--- src/rtl/cam_pkg.sv ---
// cam_pkg
// Shared definitions for the camera capture path:
//   - capture FSM state encoding
//   - default frame geometry (160x120)
//   - RGB565 -> RGB111 bit positions and the packing helper
package cam_pkg;

    typedef enum logic [2:0] {
        ST_IDLE,
        ST_ARM,
        ST_WAIT_VS,
        ST_FRAME,
        ST_DONE
    } cap_state_t;

    localparam int DEF_H_PIX   = 160;
    localparam int DEF_V_LINES = 120;

    // RGB565 arrives as two bytes: b1 = RRRRRGGG, b2 = GGGBBBBB.
    // Only the MSB of each colour is kept.
    localparam int R_BIT = 7;   // R[4] in b1
    localparam int G_BIT = 2;   // G[5] in b1
    localparam int B_BIT = 4;   // B[4] in b2

    function automatic logic [2:0] pack_rgb111(input logic [7:0] b1, input logic [7:0] b2);
        return {b1[R_BIT], b1[G_BIT], b2[B_BIT]};
    endfunction

endpackage

--- src/rtl/cam_edge_det.sv ---
// cam_edge_det
// Registers one camera framing input and reports its registered level plus
// single-cycle rise/fall pulses relative to the previous registered sample.
// Ports:
//   clk, rst   pixel clock, asynchronous active-high reset
//   din        raw input from the camera pin
//   level      registered copy of din
//   rise/fall  one-cycle pulses on a 0->1 / 1->0 change of the registered level
module cam_edge_det (
    input  logic clk,
    input  logic rst,
    input  logic din,
    output logic level,
    output logic rise,
    output logic fall
);

    logic sample_q, sample_d;
    logic prev_q,   prev_d;

    always_comb begin
        sample_d = din;
        prev_d   = sample_q;
    end

    always_ff @(posedge clk or posedge rst) begin
        if (rst) begin
            sample_q <= 1'b0;
            prev_q   <= 1'b0;
        end else begin
            sample_q <= sample_d;
            prev_q   <= prev_d;
        end
    end

    assign level = sample_q;
    assign rise  = sample_q & ~prev_q;
    assign fall  = ~sample_q & prev_q;

endmodule

--- src/rtl/frame_capture_ctrl.sv ---
// frame_capture_ctrl
// Turns the camera byte stream (VSYNC/HREF framing, RGB565 bytes) into
// RGB111 writes on the frame buffer write port. Snapshot or continuous capture.
// Ports:
//   clk, rst            pixel clock, asynchronous active-high reset
//   vsync, href         camera framing (vsync high = vertical blanking)
//   px_data             camera byte, meaningful while href=1
//   mode_cont           1 = continuous capture, 0 = snapshot
//   snap_req            one-cycle request for a single frame (honoured in IDLE only)
//   addr_in/data_in     buffer write address / {R,G,B} data
//   regwrite            buffer write strobe, one cycle per pixel
//   busy                capture in progress (ARM, WAIT_VS, FRAME)
//   frame_done          one-cycle pulse at the end of a captured frame
//   frame_err           sticky geometry error, cleared when a new capture starts
module frame_capture_ctrl
    import cam_pkg::*;
#(
    parameter int AW      = 15,
    parameter int DW      = 3,
    parameter int H_PIX   = DEF_H_PIX,
    parameter int V_LINES = DEF_V_LINES
) (
    input  logic          clk,
    input  logic          rst,
    input  logic          vsync,
    input  logic          href,
    input  logic [7:0]    px_data,
    input  logic          mode_cont,
    input  logic          snap_req,
    output logic [AW-1:0] addr_in,
    output logic [DW-1:0] data_in,
    output logic          regwrite,
    output logic          busy,
    output logic          frame_done,
    output logic          frame_err
);

    // Column/line counters are wide enough to reach one past the nominal
    // size, so over-long lines and frames stay distinguishable from exact ones.
    localparam int CW = $clog2(H_PIX + 2);
    localparam int LW = $clog2(V_LINES + 2);
    localparam logic [CW-1:0] H_PIX_C   = CW'(H_PIX);
    localparam logic [LW-1:0] V_LINES_C = LW'(V_LINES);
    localparam logic [AW-1:0] H_STEP    = AW'(H_PIX);

    logic vsync_lvl, vsync_rise, vsync_fall;
    logic href_lvl, href_fall, href_rise_unused;

    cam_edge_det u_vsync_edge (
        .clk   (clk),
        .rst   (rst),
        .din   (vsync),
        .level (vsync_lvl),
        .rise  (vsync_rise),
        .fall  (vsync_fall)
    );

    cam_edge_det u_href_edge (
        .clk   (clk),
        .rst   (rst),
        .din   (href),
        .level (href_lvl),
        .rise  (href_rise_unused),
        .fall  (href_fall)
    );

    cap_state_t     state_q, state_d;
    logic           phase_q, phase_d;
    logic [7:0]     px_q, px_d;
    logic [7:0]     b1_q, b1_d;
    logic [CW-1:0]  col_q, col_d;
    logic [LW-1:0]  line_q, line_d;
    logic [AW-1:0]  line_base_q, line_base_d;
    logic [AW-1:0]  addr_q, addr_d;
    logic [DW-1:0]  data_q, data_d;
    logic           regwrite_q, regwrite_d;
    logic           busy_q, busy_d;
    logic           frame_done_q, frame_done_d;
    logic           frame_err_q, frame_err_d;

    // Next-state, counter and output logic. px_data is delayed one cycle so
    // it lines up with the registered href level.
    always_comb begin
        state_d      = state_q;
        phase_d      = phase_q;
        px_d         = px_data;
        b1_d         = b1_q;
        col_d        = col_q;
        line_d       = line_q;
        line_base_d  = line_base_q;
        addr_d       = addr_q;
        data_d       = data_q;
        regwrite_d   = 1'b0;
        frame_done_d = 1'b0;
        frame_err_d  = frame_err_q;

        case (state_q)
            ST_IDLE: begin
                phase_d     = 1'b0;
                col_d       = '0;
                line_d      = '0;
                line_base_d = '0;
                if (snap_req || mode_cont) begin
                    state_d     = ST_ARM;
                    frame_err_d = 1'b0;
                end
            end

            // Waiting for blanking first means a request issued mid-frame
            // never captures the tail of that frame.
            ST_ARM: begin
                if (vsync_lvl) begin
                    state_d = ST_WAIT_VS;
                end
            end

            ST_WAIT_VS: begin
                phase_d     = 1'b0;
                col_d       = '0;
                line_d      = '0;
                line_base_d = '0;
                if (vsync_fall) begin
                    state_d = ST_FRAME;
                end
            end

            ST_FRAME: begin
                if (href_lvl) begin
                    if (!phase_q) begin
                        b1_d    = px_q;
                        phase_d = 1'b1;
                    end else begin
                        phase_d = 1'b0;
                        if ((col_q < H_PIX_C) && (line_q < V_LINES_C)) begin
                            regwrite_d = 1'b1;
                            addr_d     = line_base_q + AW'(col_q);
                            data_d     = DW'(pack_rgb111(b1_q, px_q));
                        end else begin
                            frame_err_d = 1'b1;
                        end
                        if (col_q <= H_PIX_C) begin
                            col_d = col_q + CW'(1);
                        end
                    end
                end else if (href_fall) begin
                    // A dangling odd byte is simply dropped by resetting phase.
                    phase_d = 1'b0;
                    if (col_q != '0) begin
                        if (col_q != H_PIX_C) begin
                            frame_err_d = 1'b1;
                        end
                        col_d = '0;
                        if (line_q <= V_LINES_C) begin
                            line_d = line_q + LW'(1);
                        end
                        if (line_q < V_LINES_C) begin
                            line_base_d = line_base_q + H_STEP;
                        end
                    end
                end

                if (vsync_rise) begin
                    state_d      = ST_DONE;
                    frame_done_d = 1'b1;
                    if (line_d != V_LINES_C) begin
                        frame_err_d = 1'b1;
                    end
                end
            end

            ST_DONE: begin
                phase_d     = 1'b0;
                col_d       = '0;
                line_d      = '0;
                line_base_d = '0;
                state_d     = mode_cont ? ST_WAIT_VS : ST_IDLE;
            end

            default: begin
                state_d = ST_IDLE;
            end
        endcase

        // Derived from the next state so busy falls together with frame_done.
        busy_d = (state_d == ST_ARM) || (state_d == ST_WAIT_VS) || (state_d == ST_FRAME);
    end

    // State and output registers; reset aborts any capture in progress.
    always_ff @(posedge clk or posedge rst) begin
        if (rst) begin
            state_q      <= ST_IDLE;
            phase_q      <= 1'b0;
            px_q         <= '0;
            b1_q         <= '0;
            col_q        <= '0;
            line_q       <= '0;
            line_base_q  <= '0;
            addr_q       <= '0;
            data_q       <= '0;
            regwrite_q   <= 1'b0;
            busy_q       <= 1'b0;
            frame_done_q <= 1'b0;
            frame_err_q  <= 1'b0;
        end else begin
            state_q      <= state_d;
            phase_q      <= phase_d;
            px_q         <= px_d;
            b1_q         <= b1_d;
            col_q        <= col_d;
            line_q       <= line_d;
            line_base_q  <= line_base_d;
            addr_q       <= addr_d;
            data_q       <= data_d;
            regwrite_q   <= regwrite_d;
            busy_q       <= busy_d;
            frame_done_q <= frame_done_d;
            frame_err_q  <= frame_err_d;
        end
    end

    assign addr_in    = addr_q;
    assign data_in    = data_q;
    assign regwrite   = regwrite_q;
    assign busy       = busy_q;
    assign frame_done = frame_done_q;
    assign frame_err  = frame_err_q;

endmodule

--- config.mk ---
export PLATFORM = sky130hd
export DESIGN_NAME = frame_capture_ctrl
export DESIGN_NICKNAME = d
export VERILOG_FILES = /design/src/rtl/cam_pkg.sv /design/src/rtl/cam_edge_det.sv /design/src/rtl/frame_capture_ctrl.sv
export SDC_FILE = /design/constraint.sdc
export NUM_CORES = 1
export LEC_CHECK = 0
export ABC_CLOCK_PERIOD_IN_PS = 5200
export CORE_ASPECT_RATIO = 0.75
export CORE_UTILIZATION = 50
export DETAILED_ROUTE_END_ITERATION = 8
export GPL_TIMING_DRIVEN = 0
export HOLD_SLACK_MARGIN = 0.12
export PLACE_DENSITY = 0.72
export RECOVER_POWER = 100
export SYNTH_ARGS = -nofsm -noshare
export SYNTH_HDL_FRONTEND = slang
export SYNTH_SLANG_ARGS = --single-unit
--- constraint.sdc ---
create_clock -name clk -period 5.2 [get_ports clk]
set_clock_uncertainty 0.05 [all_clocks]
set_input_delay 1.3 -clock clk [delete_from_list [all_inputs] [get_ports clk]]
set_output_delay 1.3 -clock clk [all_outputs]
set_load 0.005 [all_outputs]
==> metrics, run 1 <==
CTS Sinks=60; NumNets Final=between 300 and 400; Post-synth EDFFs=0; Post-Syn Area=between 3000 and 4000 um2; CTS root buf=clkbuf_8; worst-skew pair later-pin latency=0.34 ns; Max-Slew Margin vs Limit=a little under a fifth; Crit-path slowest cell=dlygate4sd3_1; most frequent cells after synthesis=60 x dfrtp_1, 33 x nand2_1, 23 x nor2_1, 21 x o21ai_0; # DRC=0; Rows=24; worst min path class=flip-flop to flip-flop; WL per Instance=about 15 um; final hold viol count=0; Max Slew Vio Count=0; fraction of layout cells with a size suffix above 1=about 7.3%; Post-synth ARST share=100%; maxcap violations=0; vias in the first global route=approximately 2400; Final Setup Violations=0; routed vias=approximately 2600; cells on worst reg2reg path=8; Die Area=6630 um2; final WL=between 6000 and 7000 um; Worst Path Arrival=between 3 and 4 ns; Cell variety after synth=between 50 and 60; diode count=0; crit share post-route=55.6%; R2R Setup Slk=around 2.3 ns; GRT Total Usage=~22%; crit-path cells=dlygate4sd3_1 -> nor2_1 -> o41ai_1 -> o311ai_1 -> nor4b_1 -> a21oi_1; Leakage=1.64 nW; Synth area leaders=dfrtp_1 48%, nand2_1 3.9%, o21ai_0 3.3%; Die X=between 90 and 100 um; Worst-Margin Slew=1.21 ns; CTS buffer count=9; Area after DPL=approximately 3600 um2; post-CTS setup buffers=0; core region area=slightly below 6000 um2; cell area after layout=roughly 3700 um2; Setup CP Type=input port to flip-flop; Synth Register Bits=60; unrepaired setup endpoints after global routing=false; CTS clk-pin slew, worst paths=0.07 ns; GP Congestion=between 0.8 and 0.9; PwrDens=about 400 nW/um2; status=complete, no violations; Post-Syn Instances=between 300 and 400; Syn Area/Cell=9.82 um2; CP Max Fanout=2; Min Hold Slack=0.425 ns; minimum clock period=a little under 3 ns; worst hold stages=2; HPWL Detailed=about 4700 um; Worst Setup End Kind=flip-flop; post-synth top area share=a little under half; vias per cell=between 5 and 6; sequential area share after synthesis=approximately 48%; Critical R2R Launch=col_q[0]; Max Freq=346 MHz; # resized after CTS=0; Iter 0 DRT Violations=approximately 170; H-tree depth=3; worst flop-to-flop path endpoint=col_q[7]; syn_nets=between 300 and 400; largest net degree at the start of global routing=between 40 and 50; Routed Antenna Nets=0; area of the multi-input gates=between 1000 and 1500 um2; Synth area leader=dfrtp_1; count of hold buffers inserted by post-cts repair=0; CP peak stage delay=0.54 ns; first-pass GRT wire length=approximately 11000 um; Sequential Area=approximately 1500 um2; TritonRoute pass-1 iters=5; HP Start=addr_in[1]; total negative setup slack=0 ns; VDD IR max=0.271 mV; Starting Density=a little over half; worst path required time=approximately 5.4 ns; area grow syn2layout=17.4%; CP Launch Type=input port; initial antenna violation count=0; die height=70.8 um; Fill cells=500; top-count cell post-synth=dfrtp_1; Synth Flop Type=dfrtp_1; CTS tree=built; Clock Path Buffers=2; GR Overflow Total=0; io pins=36; WHS Endpoint=addr_in[1]; Warnings, synthesis=0; input/output buffers=30
[sequential cells by signal, indices dropped and copies added (netlist names)]
| register | count |
|---|---|
| addr_in | 15 |
| b1_q | 2 |
| busy | 1 |
| col_q | 8 |
| data_in | 3 |
| frame_done | 1 |
| frame_err | 1 |
| line_base_q | 10 |
| line_q | 7 |
| phase_q | 1 |
| px_q | 3 |
| regwrite | 1 |
| state_q | 3 |
| u_href_edge.level | 1 |
| u_href_edge.prev_q | 1 |
| u_vsync_edge.level | 1 |
| u_vsync_edge.prev_q | 1 |
[area by class of cell]
type	count	share of cell area (%)
plain buffers	17	1.76
clock buffers	11	3.55
clock inverters	5	1.42
inverters	9	0.913
multi-input cells	235	40.5
flip-flops and latches	60	40.6
well taps	78	2.64
repair buffers	31	8.65
[critical path: cells and delay by family]
family                 cells  cell delay, ns
and+or+nand+nor            2            0.41
buffers and inverters      1            0.54
AOI/OAI and AO/OA          3            0.79
[through the flow]
step | setup WS, ns | util [%] | cells | power (mW)
2_1_floorplan | 2.37 | - | 321 | 0.962
4_1_cts | 2.46 | 63.1 | 446 | 1.56
6_report | 2.31 | 62.2 | 446 | 1.51
5_1_grt | 2.06 | 62.2 | 446 | 1.61
3_5_place_dp | 2.12 | 60.0 | 430 | 1.15
3_3_place_gp | 1.30 | 59.7 | 429 | 1.14
[cell families after synthesis]
kind of cell,Yosys count,synth area share (%)
mux,9,3.22
buf+inv,26,3.33
flops,60,47.6
simple gates,119,19.2
fa+ha+maj,8,3.18
xor+xnor,16,4.45
compound gates,83,19.0
[layout by cell type (no fill, tap or decap), drive strengths merged, types with 3 or more instances in the layout]
cell type / count
dfrtp: 60
nand2: 33
dlygate4sd3: 29
o21ai: 27
clkbuf: 27
nor2: 24
nand3: 13
nor3: 11
a21oi: 10
inv: 9
mux2: 9
nand2b: 8
xnor2: 8
xor2: 8
ha: 8
a32o: 7
nor2b: 6
o41ai: 6
and3: 5
and2: 4
a21o: 4
o31ai: 4
o21a: 3
nand4: 3
o211ai: 3
a31oi: 3
clkinv: 3
[worst max-delay path by stage]
| stage | start | endpoint | slack, ns |
|---|---|---|---|
| 4_1_cts | mode_cont | frame_err | 2.46 |
| 2_1_floorplan | rst | addr_in[0] | 2.37 |
| 3_5_place_dp | mode_cont | frame_err | 2.12 |
| 3_3_place_gp | rst | addr_in[3] | 1.30 |
| 6_report | mode_cont | frame_err | 2.31 |
| 5_1_grt | col_q[0] | col_q[7] | 2.06 |
[routing by layer]
layer,routed length [um],GRT usage (%)
met3,383,7.20
met2,2890,33.3
met4,95,7.18
met5,0,0
met1,3210,31.4
[report_power, final]
| part | internal, mW | switching [mW] |
|---|---|---|
| clock | 0.219 | 0.178 |
| sequential | 0.546 | 0.0633 |
| combinational | 0.201 | 0.302 |
Power figures use the tool's default switching activity.
==> inputs of run 2 (changes only) <==
- ABC_CLOCK_PERIOD_IN_PS: 5200 -> 2550
- PLACE_DENSITY: 0.72 -> 0.75
- clock period: 5.2 -> 2.55 ns (I/O delays scaled with it)
==> run 2 against run 1 <==
Net effect:
- the run now ends with max-capacitance violations, max-slew violations left
- sequential cell count did not move
- sequential power grew 100%
- hold slack got worse by 0.0076 ns
- setup slack got worse by 2.1 ns
- largest cell class is now multi-input combinational cells
- largest power group unchanged
==> metrics, run 2 (synthesis results as in run 1) <==
die height=70.8 um (unchanged); CTS Sinks=60 (unchanged); TritonRoute pass-1 iters=4 (-1); CP peak stage delay=0.56 ns (+0.02 ns); routed vias=2551 (-1.5%); Setup CP Type=flip-flop to flip-flop; diode count=0 (unchanged); CTS clk-pin slew, worst paths=0.06 ns (about the same); worst flop-to-flop path endpoint=col_q[6]; Rows=24 (unchanged); post-CTS setup buffers=0 (unchanged); first-pass GRT wire length=11200 um (-1.4%); crit-path cells=inv_1 -> ha_1 -> nor4b_2 -> a21boi_1 -> o41ai_2 -> or4_1 -> nand3_1; crit share post-route=~93%; VDD IR max=0.504 mV (+86%); minimum clock period=about 2.4 ns; worst-skew pair later-pin latency=0.34 ns (about the same); WL per Instance=14.4 um (-2.3%); largest net degree at the start of global routing=40 (-11%); HP Start=u_vsync_edge.level; Design Power=3.06 mW (+100%); GRT Total Usage=21.9% (-0.54 points); Top delay family on crit path=simple AND/OR/NAND/NOR gates; H-tree depth=3 (unchanged); PwrDens=817 nW/um2 (+100%); CTS buffer count=9 (unchanged); input/output buffers=30 (unchanged); area grow syn2layout=18.7%; vias in the first global route=2374 (-2.6%); Iter 0 DRT Violations=162 (-1.8%); commonest non-fill, non-tap cells in the layout=60 x dfrtp_1, 33 x nand2_1, 27 x dlygate4sd3_1; NumNets Final=385 (unchanged); Worst Path Arrival=2.59 ns (-0.46 ns); Critical R2R Launch=col_q[0]; Worst Setup End Kind=flip-flop; Leakage=1.67 nW (+1.8%); Starting Density=53.0% (unchanged); HPWL Detailed=4570 um (-3.5%); Crit-path slowest cell=a21boi_1; # DRC=0 (unchanged); Routed Antenna Nets=0 (unchanged); CP Max Fanout=9 (+7); R2R Setup Slk=0.18 ns (-2.16 ns); worst path required time=2.78 ns (-2.58 ns); Final Setup Violations=0 (unchanged); CTS tree=built; unrepaired setup endpoints after global routing=false; Max Freq=roughly 420 MHz; met3 WL=398 um (+3.9%); io pins=36 (unchanged); Die Area=6630 um2 (unchanged); fraction of layout cells with a size suffix above 1=8.74% (+1.4 points); final WL=6400 um (-2.8%); commonest non-fill, non-tap cell in the layout=dfrtp_1; Area after DPL=3580 um2 (+0.21%); core region area=5950 um2 (unchanged); Critical path buffers and inverters=1 (unchanged); final hold viol count=0 (unchanged); Stages on worst setup path=7 (+1); status=finished with violations; Top Layer Used=met4; Worst-Margin Slew=1.50 ns (+0.294 ns); GR Overflow Total=0 (unchanged); maxcap violations=1 (+1); CP Launch Type=flip-flop; worst hold stages=0 (-2); met1 wire length=3090 um (-3.9%); Clock Path Buffers=2 (unchanged); Min Hold Slack=0.417 ns (-0.00759 ns); # resized after CTS=0 (unchanged); CTS root buf=clkbuf_8; cells on worst reg2reg path=7 (-1); total negative setup slack=0 ns (unchanged); WHS Endpoint=u_vsync_edge.prev_q; initial antenna violation count=0 (unchanged); failing checks=max-capacitance violations, max-slew violations; worst min path class=flip-flop to flip-flop; Max-Slew Margin vs Limit=-0.0971% (-19 points); Max Slew Vio Count=23 (+23); max reg flops=15 (unchanged); Die X=93.7 um (unchanged); count of hold buffers inserted by post-cts repair=0 (unchanged); cell area after layout=3740 um2 (+1.0%); GP Congestion=0.828 (-0.73%); vias per cell=5.75 (-1.1%); Met2 Wirelength=2840 um (-2.0%)
## run 2: routing by layer
metal  vias to the layer above  global-route usage (%)
li1                       1257                       -
met1                      1200                    31.4
met2                        84                    31.8
met3                        10                    6.56
met4                         0                    7.35
met5                         -                       0
## run 2: final cells by class
class | instances | area [um2]
multi-input combinational | 235 | 1530
clock inverter | 2 | 10.0
buffer | 17 | 70.1
tap | 78 | 97.6
timing repair buffer | 31 | 328
inverter | 9 | 33.8
clock buffer | 12 | 165
fill | 504 | 2210
sequential | 60 | 1500
## run 2: worst max-delay path by stage
stage               startpoint          to  slack, ns
finish                col_q[0]    col_q[6]       0.18
global route          col_q[0]    col_q[7]       0.08
CTS                   col_q[0]    col_q[7]       0.31
detailed placement   mode_cont   frame_err       0.16
global placement           rst  addr_in[2]      -0.69
floorplan                  rst  addr_in[0]       0.38
## run 2: power by group
| part | switching [mW] | internal (mW) |
|---|---|---|
| logic | 0.619 | 0.438 |
| registers | 0.126 | 1.11 |
| clock network | 0.343 | 0.417 |
## run 2: worst reg2reg max path, cell delays in order (launching register included)
cell and delay, ns:
dfrtp_1 0.42, inv_1 0.08, ha_1 0.23, nor4b_2 0.18
a21boi_1 0.57, o41ai_2 0.17, or4_1 0.51, nand3_1 0.09
## run 2: per-stage QoR
step / util, % / worst slack (ns) / cells
after floorplan: - / 0.378 / 321
after global placement: 59.7 / -0.693 / 429
after detailed placement: 60.2 / 0.156 / 430
after CTS: 63.1 / 0.310 / 444
after global routing: 62.9 / 0.0799 / 444
final: 62.9 / 0.183 / 444
==> inputs of run 3 (changes only) <==
- TNS_END_PERCENT: default -> 30
==> results of run 3 <==
Same layout as run 2: the final DEF is identical, and so are final timing and power.
